===== src/rtl/row_compositor_if.sv =====
// Scanline/memory bus between the row compositor and its beam timing, memory and draw control.
// master drives requests and row data; slave is the compositor.
interface row_compositor_if #(
  parameter int unsigned COLS = 640,
  parameter int unsigned BPP  = 1
);
  logic                   noise;
  logic                   drawRequest;
  logic [1:0]             mode;
  logic [BPP-1:0]         fillColor;
  logic                   reading;
  logic [COLS*BPP-1:0]    readRow;
  logic                   displayActive;
  logic [8:0]             row;
  logic [9:0]             column;
  logic [COLS*BPP-1:0]    writeRow;
  logic [COLS*BPP-1:0]    prevRow;
  logic                   drawing;
  logic                   frameDone;

  modport master (
    output noise, drawRequest, mode, fillColor, reading, readRow,
           displayActive, row, column,
    input  writeRow, prevRow, drawing, frameDone
  );

  modport slave (
    input  noise, drawRequest, mode, fillColor, reading, readRow,
           displayActive, row, column,
    output writeRow, prevRow, drawing, frameDone
  );
endinterface


===== src/rtl/row_compositor.sv =====
// Row compositor: keeps the last two loaded rows and paints into the working row while a draw window is open.
// Build option: define ROW_COMPOSITOR_INVERT_EN to make draw mode 3 invert pixels; otherwise mode 3 leaves them unchanged.
//
// Draw-window FSM (drawing = state[1], pending request = state[0])
//   state         | meaning
//   ST_IDLE       | no window, no request waiting
//   ST_ARMED      | request waiting for the start row (VIS_ROWS+1)
//   ST_DRAW       | window open, no further request
//   ST_DRAW_ARMED | window open, another request queued for the next start row
module row_compositor #(
  parameter int unsigned COLS     = 640,
  parameter int unsigned BPP      = 1,
  parameter int unsigned VIS_ROWS = 480
) (
  input logic             clkDiv,
  input logic             rst,
  row_compositor_if.slave bus
);

  localparam int unsigned ROW_W = COLS * BPP;
  localparam int unsigned IDX_W = (ROW_W > 1) ? $clog2(ROW_W) : 1;

  localparam logic [15:0] LFSR_SEED = 16'hACE1;
  localparam logic [15:0] LFSR_TAPS = 16'hB400;

  localparam logic [1:0] MODE_NOISE  = 2'd0;
  localparam logic [1:0] MODE_FILL   = 2'd1;
  localparam logic [1:0] MODE_CLEAR  = 2'd2;
  localparam logic [1:0] MODE_INVERT = 2'd3;

  localparam logic [1:0] ST_IDLE       = 2'b00;
  localparam logic [1:0] ST_ARMED      = 2'b01;
  localparam logic [1:0] ST_DRAW       = 2'b10;
  localparam logic [1:0] ST_DRAW_ARMED = 2'b11;

  logic [ROW_W-1:0] row0;
  logic [ROW_W-1:0] row1;
  logic [ROW_W-1:0] row1Next;
  logic             readingQ;
  logic             loadEdge;

  logic [1:0]       state;
  logic [1:0]       stateNext;
  logic             startWin;
  logic             stopWin;
  logic             atStartRow;
  logic             atStopRow;
  logic             frameDone;
  logic [1:0]       activeMode;
  logic [BPP-1:0]   activeColor;

  logic [15:0]      lfsr;
  logic [15:0]      lfsrShift;
  logic [15:0]      lfsrNext;
  logic             lfsrFb;

  logic             colInRange;
  logic             pixWrite;
  logic [IDX_W-1:0] pixBase;
  logic [BPP-1:0]   curPix;
  logic [BPP-1:0]   newPix;

  assign loadEdge   = bus.reading & ~readingQ;
  assign atStartRow = (32'(bus.row) == VIS_ROWS + 1);
  assign atStopRow  = (32'(bus.row) == VIS_ROWS);

  always_comb begin
    stateNext = state;
    startWin  = 1'b0;
    stopWin   = 1'b0;
    case (state)
      ST_IDLE: begin
        if (bus.drawRequest) stateNext = ST_ARMED;
      end
      ST_ARMED: begin
        if (atStartRow) begin
          startWin  = 1'b1;
          stateNext = bus.drawRequest ? ST_DRAW_ARMED : ST_DRAW;
        end
      end
      ST_DRAW: begin
        if (atStopRow) begin
          stopWin   = 1'b1;
          stateNext = bus.drawRequest ? ST_ARMED : ST_IDLE;
        end else if (bus.drawRequest) begin
          stateNext = ST_DRAW_ARMED;
        end
      end
      ST_DRAW_ARMED: begin
        // A request queued mid-window only re-arms; the open window keeps its end row.
        if (atStopRow) begin
          stopWin   = 1'b1;
          stateNext = ST_ARMED;
        end
      end
      default: stateNext = ST_IDLE;
    endcase
  end

  // Galois step; the entropy bit perturbs the feedback, and the all-zero lock-up state is replaced by the seed.
  always_comb begin
    lfsrFb    = lfsr[0] ^ bus.noise;
    lfsrShift = {1'b0, lfsr[15:1]} ^ (lfsrFb ? LFSR_TAPS : 16'h0000);
    lfsrNext  = (lfsrShift == 16'h0000) ? LFSR_SEED : lfsrShift;
  end

  assign colInRange = (32'(bus.column) < COLS);
  assign pixWrite   = state[1] & bus.displayActive & colInRange;
  assign pixBase    = IDX_W'(32'(bus.column) * BPP);

  // The pixel edit is applied on top of a row being loaded in the same cycle.
  always_comb begin
    row1Next = loadEdge ? bus.readRow : row1;
    curPix   = '0;
    newPix   = '0;
    if (pixWrite) begin
      curPix = row1Next[pixBase +: BPP];
      case (activeMode)
        MODE_NOISE:  newPix = lfsr[BPP-1:0];
        MODE_FILL:   newPix = activeColor;
        MODE_CLEAR:  newPix = '0;
        MODE_INVERT: begin
`ifdef ROW_COMPOSITOR_INVERT_EN
          newPix = ~curPix;
`else
          newPix = curPix;
`endif
        end
        default:     newPix = curPix;
      endcase
      row1Next[pixBase +: BPP] = newPix;
    end
  end

  always_ff @(posedge clkDiv or posedge rst) begin
    if (rst) begin
      row0        <= '0;
      row1        <= '0;
      readingQ    <= 1'b0;
      state       <= ST_IDLE;
      frameDone   <= 1'b0;
      activeMode  <= MODE_NOISE;
      activeColor <= '0;
      lfsr        <= LFSR_SEED;
    end else begin
      readingQ  <= bus.reading;
      row1      <= row1Next;
      state     <= stateNext;
      frameDone <= stopWin;
      lfsr      <= lfsrNext;
      if (loadEdge) row0 <= row1;
      if (startWin) begin
        activeMode  <= bus.mode;
        activeColor <= bus.fillColor;
      end
    end
  end

  assign bus.writeRow  = row1;
  assign bus.prevRow   = row0;
  assign bus.drawing   = state[1];
  assign bus.frameDone = frameDone;

endmodule


===== src/flat_wrapper.sv =====
// flat-port wrapper written by rule: the top's interface ports become plain ports
module row_compositor_flat 
#(
  parameter int unsigned COLS     = 640,
  parameter int unsigned BPP      = 1,
  parameter int unsigned VIS_ROWS = 480
)
  (clkDiv, rst, bus_noise, bus_drawRequest, bus_mode, bus_fillColor, bus_reading, bus_readRow, bus_displayActive, bus_row, bus_column, bus_writeRow, bus_prevRow, bus_drawing, bus_frameDone);
  row_compositor_if #(.COLS(COLS), .BPP(BPP)) bus_i ();
  input logic clkDiv;
  input logic rst;
  input wire logic [$bits(bus_i.noise)-1:0] bus_noise;
  input wire logic [$bits(bus_i.drawRequest)-1:0] bus_drawRequest;
  input wire logic [$bits(bus_i.mode)-1:0] bus_mode;
  input wire logic [$bits(bus_i.fillColor)-1:0] bus_fillColor;
  input wire logic [$bits(bus_i.reading)-1:0] bus_reading;
  input wire logic [$bits(bus_i.readRow)-1:0] bus_readRow;
  input wire logic [$bits(bus_i.displayActive)-1:0] bus_displayActive;
  input wire logic [$bits(bus_i.row)-1:0] bus_row;
  input wire logic [$bits(bus_i.column)-1:0] bus_column;
  output wire logic [$bits(bus_i.writeRow)-1:0] bus_writeRow;
  output wire logic [$bits(bus_i.prevRow)-1:0] bus_prevRow;
  output wire logic [$bits(bus_i.drawing)-1:0] bus_drawing;
  output wire logic [$bits(bus_i.frameDone)-1:0] bus_frameDone;
  assign bus_i.noise = bus_noise;
  assign bus_i.drawRequest = bus_drawRequest;
  assign bus_i.mode = bus_mode;
  assign bus_i.fillColor = bus_fillColor;
  assign bus_i.reading = bus_reading;
  assign bus_i.readRow = bus_readRow;
  assign bus_i.displayActive = bus_displayActive;
  assign bus_i.row = bus_row;
  assign bus_i.column = bus_column;
  assign bus_writeRow = bus_i.writeRow;
  assign bus_prevRow = bus_i.prevRow;
  assign bus_drawing = bus_i.drawing;
  assign bus_frameDone = bus_i.frameDone;
  row_compositor #(.COLS(COLS), .BPP(BPP), .VIS_ROWS(VIS_ROWS)) u_core (.clkDiv(clkDiv), .rst(rst), .bus(bus_i));
endmodule

===== config.mk =====
export PLATFORM = sky130hd
export DESIGN_NAME = row_compositor_flat
export DESIGN_NICKNAME = d
export VERILOG_FILES = /design/src/rtl/row_compositor_if.sv /design/src/rtl/row_compositor.sv /design/src/flat_wrapper.sv
export SDC_FILE = /design/constraint.sdc
export NUM_CORES = 2
export LEC_CHECK = 0
export CELL_PAD_IN_SITES_DETAIL_PLACEMENT = 1
export CELL_PAD_IN_SITES_GLOBAL_PLACEMENT = 2
export CORE_AREA = 4 4 748 750
export CTS_CLUSTER_SIZE = 8
export DETAILED_ROUTE_END_ITERATION = 12
export DIE_AREA = 0 0 752 754
export HOLD_SLACK_MARGIN = 0.12
export PLACE_DENSITY = 0.41
export SLEW_MARGIN = 20
export SYNTH_ARGS = -nofsm -noshare
export SYNTH_HDL_FRONTEND = slang
export SYNTH_SLANG_ARGS = --single-unit

===== constraint.sdc =====
create_clock -name clkDiv -period 48.4 [get_ports clkDiv]
set_input_delay 7.26 -clock clkDiv [delete_from_list [all_inputs] [get_ports clkDiv]]
set_output_delay 7.26 -clock clkDiv [all_outputs]
set_load 0.005 [all_outputs]

# Word level (Yosys, flattened, before mapping)
# Cells that the tools add are included.
# W data, S select, Z words.
# word_totals
elab_cells	55
regBits	1303
inputBits	668
# op_classes
muxes	19
magnitude_cmp	1
add_sub_neg	1
n_reduce_logical	5
n_eq_ne	12
shifts	3
n_bitwise	6
# op_table
operator	count
$mux W640	2
$bwmux W640	1
$shift A1 B12 Y640 const A	1
$shiftx A1 B12 Y640	1
$shiftx A640 B11 Y1	1
$mux W16	2
$eq A9 B9 Y1 const B	2
$logic_not A16 Y1	1
$xor A15 B16 Y16	1
$neg A10 Y12	1
$lt A10 B10 Y1 const B	1
$mux W2	5
$eq A2 B2 Y1 const B	4
$pmux W2 S4	1
$mux W1	7
$eq A2 B1 Y1 const B	2
$logic_not A2 Y1	2
$ne A2 B1 Y1 const B	2
$pmux W1 S4	1
$reduce_and A4 Y1	1
$and A1 B1 Y1	3
$ne A3 B2 Y1 const B	1
$ne A2 B2 Y1 const B	1
$reduce_or A2 Y1	1
2 further kinds	2

# Logic depth before layout (Yosys ltp)
# logic_depth
ltp_word	9
depth_mapped	20

# Worst setup path before layout
# No wires, ideal clock.
# synth_timing
kind	input -> register
from	input port bus_column[0]
to	register u_core.row1[126] (netlist: u_core.bus.writeRow[126])
n_path_buf	7
arrival_ps	10517
slack_ps	37773
stages	15
cell_sequence	clkinv_1 > buf_2 > buf_2 > buf_2 > buf_2 > ha_1 > nand3_1 > nor2_1 > xnor2_1 > nand4b_1 > or2_2 > clkbuf_1 > clkbuf_1 > clkbuf_1 > o41ai_1
# synth_via
elab_chain_cells	6
word_cells_on_any_way	10
cone_classes	add/sub (1); order compare (1); shift (3); mux (4); bitwise (1)
# synth_rtl
item	line	rtl
start, declared	flat_wrapper.sv:20	input wire logic [$bits(bus_i.column)-1:0] bus_column;
$shiftx A640 B11 Y1	row_compositor.sv:117	curPix = row1Next[pixBase +: BPP];
$pmux W1 S4	row_compositor.sv:118	case (activeMode)
$mux W1	row_compositor.sv:116	if (pixWrite) begin
$shiftx A1 B12 Y640	row_compositor.sv:131	row1Next[pixBase +: BPP] = newPix;
$bwmux W640	row_compositor.sv:131	
$mux W640 *	row_compositor.sv:116	
net u_core.row1Next[126]	row_compositor.sv:38	logic [ROW_W-1:0] row1Next;
end signal, assigned	row_compositor.sv:147	row1 <= row1Next;
end, declared	row_compositor.sv:37	logic [ROW_W-1:0] row1;
# Mark *: on every way through the listed nets, which the timed path passes. The rest lies on a longest branch. The select of a mux whose other input is x is not followed.
# A chain may end at the register's enable or synchronous reset.

# Worst setup path in the final report
# layout_timing
from	input port bus_reading
to	register u_core.row1[255] (netlist: u_core.bus.writeRow[255])
# layout_via
elab_chain_cells	8
# layout_rtl
item	line	rtl
start, declared	flat_wrapper.sv:16	input wire logic [$bits(bus_i.reading)-1:0] bus_reading;
$and A1 B1 Y1 *	row_compositor.sv:63	assign loadEdge = bus.reading & ~readingQ;
$mux W640 *	row_compositor.sv:113	row1Next = loadEdge ? bus.readRow : row1;
$shiftx A640 B11 Y1	row_compositor.sv:117	
$pmux W1 S4	row_compositor.sv:118	
$mux W1	row_compositor.sv:116	
$shiftx A1 B12 Y640	row_compositor.sv:131	
$bwmux W640	row_compositor.sv:131	
$mux W640 *	row_compositor.sv:116	
net u_core.row1Next[255]	row_compositor.sv:38	
# Marks and branches as above.

==> run metrics <==
cell at the root of the clock tree clkbuf_16; number of antenna violations at the first check in global routing 397; Layout Utilization 0.184; CTS HTree Levels 4; post-detailed-route wirelength per cell 44.9 µm; WP data arrival 16.46 ns; area used by multi-input combinational logic 32,300 µm²; power density of the placed cells 41.7 nW/µm²; Post-CTS Resized 0; sequential cell area in the final layout 32,600 µm²; maximum count of clock buffers along a single path 4; fraction of the cycle the final worst path needs 0.325; number of nets with antenna violations after detailed routing 0; number of register bits inferred by synthesis 1,303; Layout Cell Area excl Fill 101,000 µm²; worst hold path type reg2reg; count of fill cells added during filler insertion 63,900; area inside the core boundary 552,000 µm²; setup repair after global routing missed its margin false; post-route DRC violation count 0; gate count after technology mapping 7,533; total number of nets in the final design 9,902; hold buffer count at CTS 0; clk_skew 0.110 ns; Min Clock Period, post-route 15.74 ns; Area contributors post-synth dfrtp_1 48%, nand2_1 16%, mux2i_1 7.0%, o41ai_2 4.2%, o22ai_1 2.7%; Max Transition Viols Final 0; average vias per placed instance 4.28; number of port buffers 1,949; DRT Wirelength 751 mm; maximum clock frequency 0.0635 GHz; maximum number of pins on one net before global-route repair 155; average cell area after synthesis 8.96 µm²; predominant post-synthesis flop cell dfrtp_1; fraction of synthesized cell area taken by the top area cell type 0.480; Slew @ Worst Pin 1.18 ns; Hold Vio Cnt, Final 0; number of distinct standard cells referenced by the synthesized netlist 80; worst supply voltage drop on vdd 0.0416 mV; DRC marker count from the first detailed-route iteration 6,191; kind of start point of the critical path primary input; horizontal die dimension 752 µm; sequential cell area fraction in the yosys report 0.483; Pleak 41.3 nW; Congestion Overflow GR 0; Setup violations, final 0; leading area contributor after synthesis dfrtp_1; share of synthesized flip-flops with an asynchronous set or reset 1.00; first-pass GRT wire length 931 mm; Pre-Repair DR Iteration Count 6; post-CTS setup buffer count 0; total number of vias 71,500; Clock Sinks 1,303; endpoint required time on the critical path 49.12 ns; clock insertion delay at the later pin of the skew report 0.97 ns; max capacitance violation total 0; CTS tree done; number of flops mapped to enable cells by yosys 0; number of nets in the synthesized netlist 8,206; post-layout power 4.23 mW; clock buffer count from CTS 200; area of placed instances 95,300 µm²; Setup TNS 0 ns; Netlist Area Pre-Place 67,500 µm²; start-to-end type of the worst setup path in2reg; overall track demand over capacity in global routing 0.255; critical path endpoint category register; initial core utilization 0.122; layout cell share with drive strength beyond 1 0.0940; top-level I/O count 1,950; number of warning messages in the yosys log 0; Core Rows 273; placer congestion estimate 0.847; HPWL after detailed placement 570 mm; worst rel slew slack 0.216; outcome finished clean; full die area 567,000 µm²; area overhead of the layout relative to synthesis 50.2%; maximum net fanout on the critical path 124; via count of the first global-routing pass 73,900; die height 754 µm; Worst-path clk slew 0.07 ns
## report_power, final
group | leakage (nW) | switching, mW | internal (mW)
combinational | 22.6 | 0.787 | 0.512
sequential | 15.9 | 0.247 | 1.27
clock | 2.81 | 0.628 | 0.792
## state kept, by name, summed over array words and instances, names as in the netlist
register	flops
u_core.activeMode	2
u_core.bus.frameDone	1
u_core.bus.writeRow	640
u_core.activeColor	1
u_core.lfsr	16
u_core.bus.prevRow	640
u_core.readingQ	1
u_core.state	2
## cell type report
cell class,count,area share
Sequential cell,1303,0.322
Multi-Input combinational cell,5550,0.319
Timing Repair Buffer,2138,0.209
Tap cell,7287,0.0899
Clock buffer,286,0.0549
Antenna cell,103,0.00254
Clock inverter,15,0.00207
Inverter,36,0.00165
## routing by layer
layer	global-route usage	vias up	wire [µm]
li1	-	29400	-
met1	0.308	37700	304000
met2	0.431	3280	357000
met3	0.0862	943	66000
met4	0.0697	164	23200
met5	0	-	1080
## worst paths after layout
kind	from	cells past startpoint	slack (ns)	to
hold reg to reg	u_core.lfsr[4]	0	0.35	u_core.lfsr[3]
hold / removal	u_core.lfsr[4]	0	0.35	u_core.lfsr[3]
setup reg to reg	u_core.readingQ	17	38.45	u_core.bus.writeRow[255]
setup / recovery	bus_reading	18	32.66	u_core.bus.writeRow[255]
max in group asynchronous	rst	9	36.57	u_core.bus.prevRow[315]
min in group asynchronous	rst	2	6.73	u_core.bus.prevRow[606]
## synth_stat cells (12+ instances only)
library cell and number:
mux2_2 33, buf_6 55, nand3_1 127, o41ai_2 176, o211ai_1 52, a32oi_1 54, nand2_1 2897, nor2b_1 12
o22ai_1 295, o21ai_0 303, and2_1 14, a21o_1 25, or2_2 12, and3b_1 17, o21ai_1 63, a31oi_1 25
o31ai_1 20, a221o_1 14, buf_2 103, nor3_1 24, a21oi_1 49, dfrtp_1 1295, a22o_1 20, o221ai_1 12
nand3b_1 25, buf_1 18, o41ai_1 13, a221oi_1 33, a22oi_1 16, clkbuf_1 418, buf_4 37, mux4_2 69
mux2i_1 469, o2111ai_1 16, and3_1 17, inv_1 34, nand4_1 21, a211oi_1 24, nand2b_1 18, buf_8 12
nor2_1 445
## cells in the final DEF (no fill, tap or decap), types with 48 or more instances in the layout
cell / count
clkdlybuf4s50_1: 1941
o211ai_1: 52
nor2_1: 424
a32oi_1: 54
o22ai_1: 295
clkbuf_1: 64
dfrtp_1: 1294
mux2i_1: 469
o21ai_0: 301
o41ai_2: 176
mux4_2: 69
a21oi_1: 48
buf_4: 175
diode_2: 103
o21ai_1: 63
nand3_1: 124
nand2_1: 2832
clkbuf_16: 202
nand2_4: 60
## critical path: stages
cell and delay (ns):
buf_4 0.13, and2b_4 0.53, buf_12 0.52, buf_12 0.66, buf_4 0.60, buf_4 0.68
mux2i_1 0.37, a222oi_1 0.16, a221oi_1 0.45, a31oi_1 0.12, o211a_1 0.37, nor4_2 0.51
buf_4 0.21, o32a_2 0.74, buf_4 0.70, buf_4 0.85, buf_12 0.50, o21ai_0 0.26
## metrics by stage
stage               worst slack, ns  instances  hold WS, ns
floorplan                      4.43       7533        0.429
global placement              31.55      16300        0.366
detailed placement            31.58      16300        0.376
CTS                           32.56      16600        0.343
global route                  32.25      16700        0.358
finish                        32.66      16700        0.350
## logic make-up (layout without fill, tap and decap cells)
family | count (synthesis) | in the layout | synth area share
compound gates | 1307 | 1307 | 0.153
xor+xnor | 12 | 12 | 0.00156
fa+ha+maj | 5 | 5 | 0.000927
buf+inv | 680 | 2475 | 0.0501
flops | 1303 | 1303 | 0.483
mux | 571 | 571 | 0.0981
other cells | 0 | 103 | 0
simple gates | 3655 | 3655 | 0.213
Power figures use the tool's default switching activity.
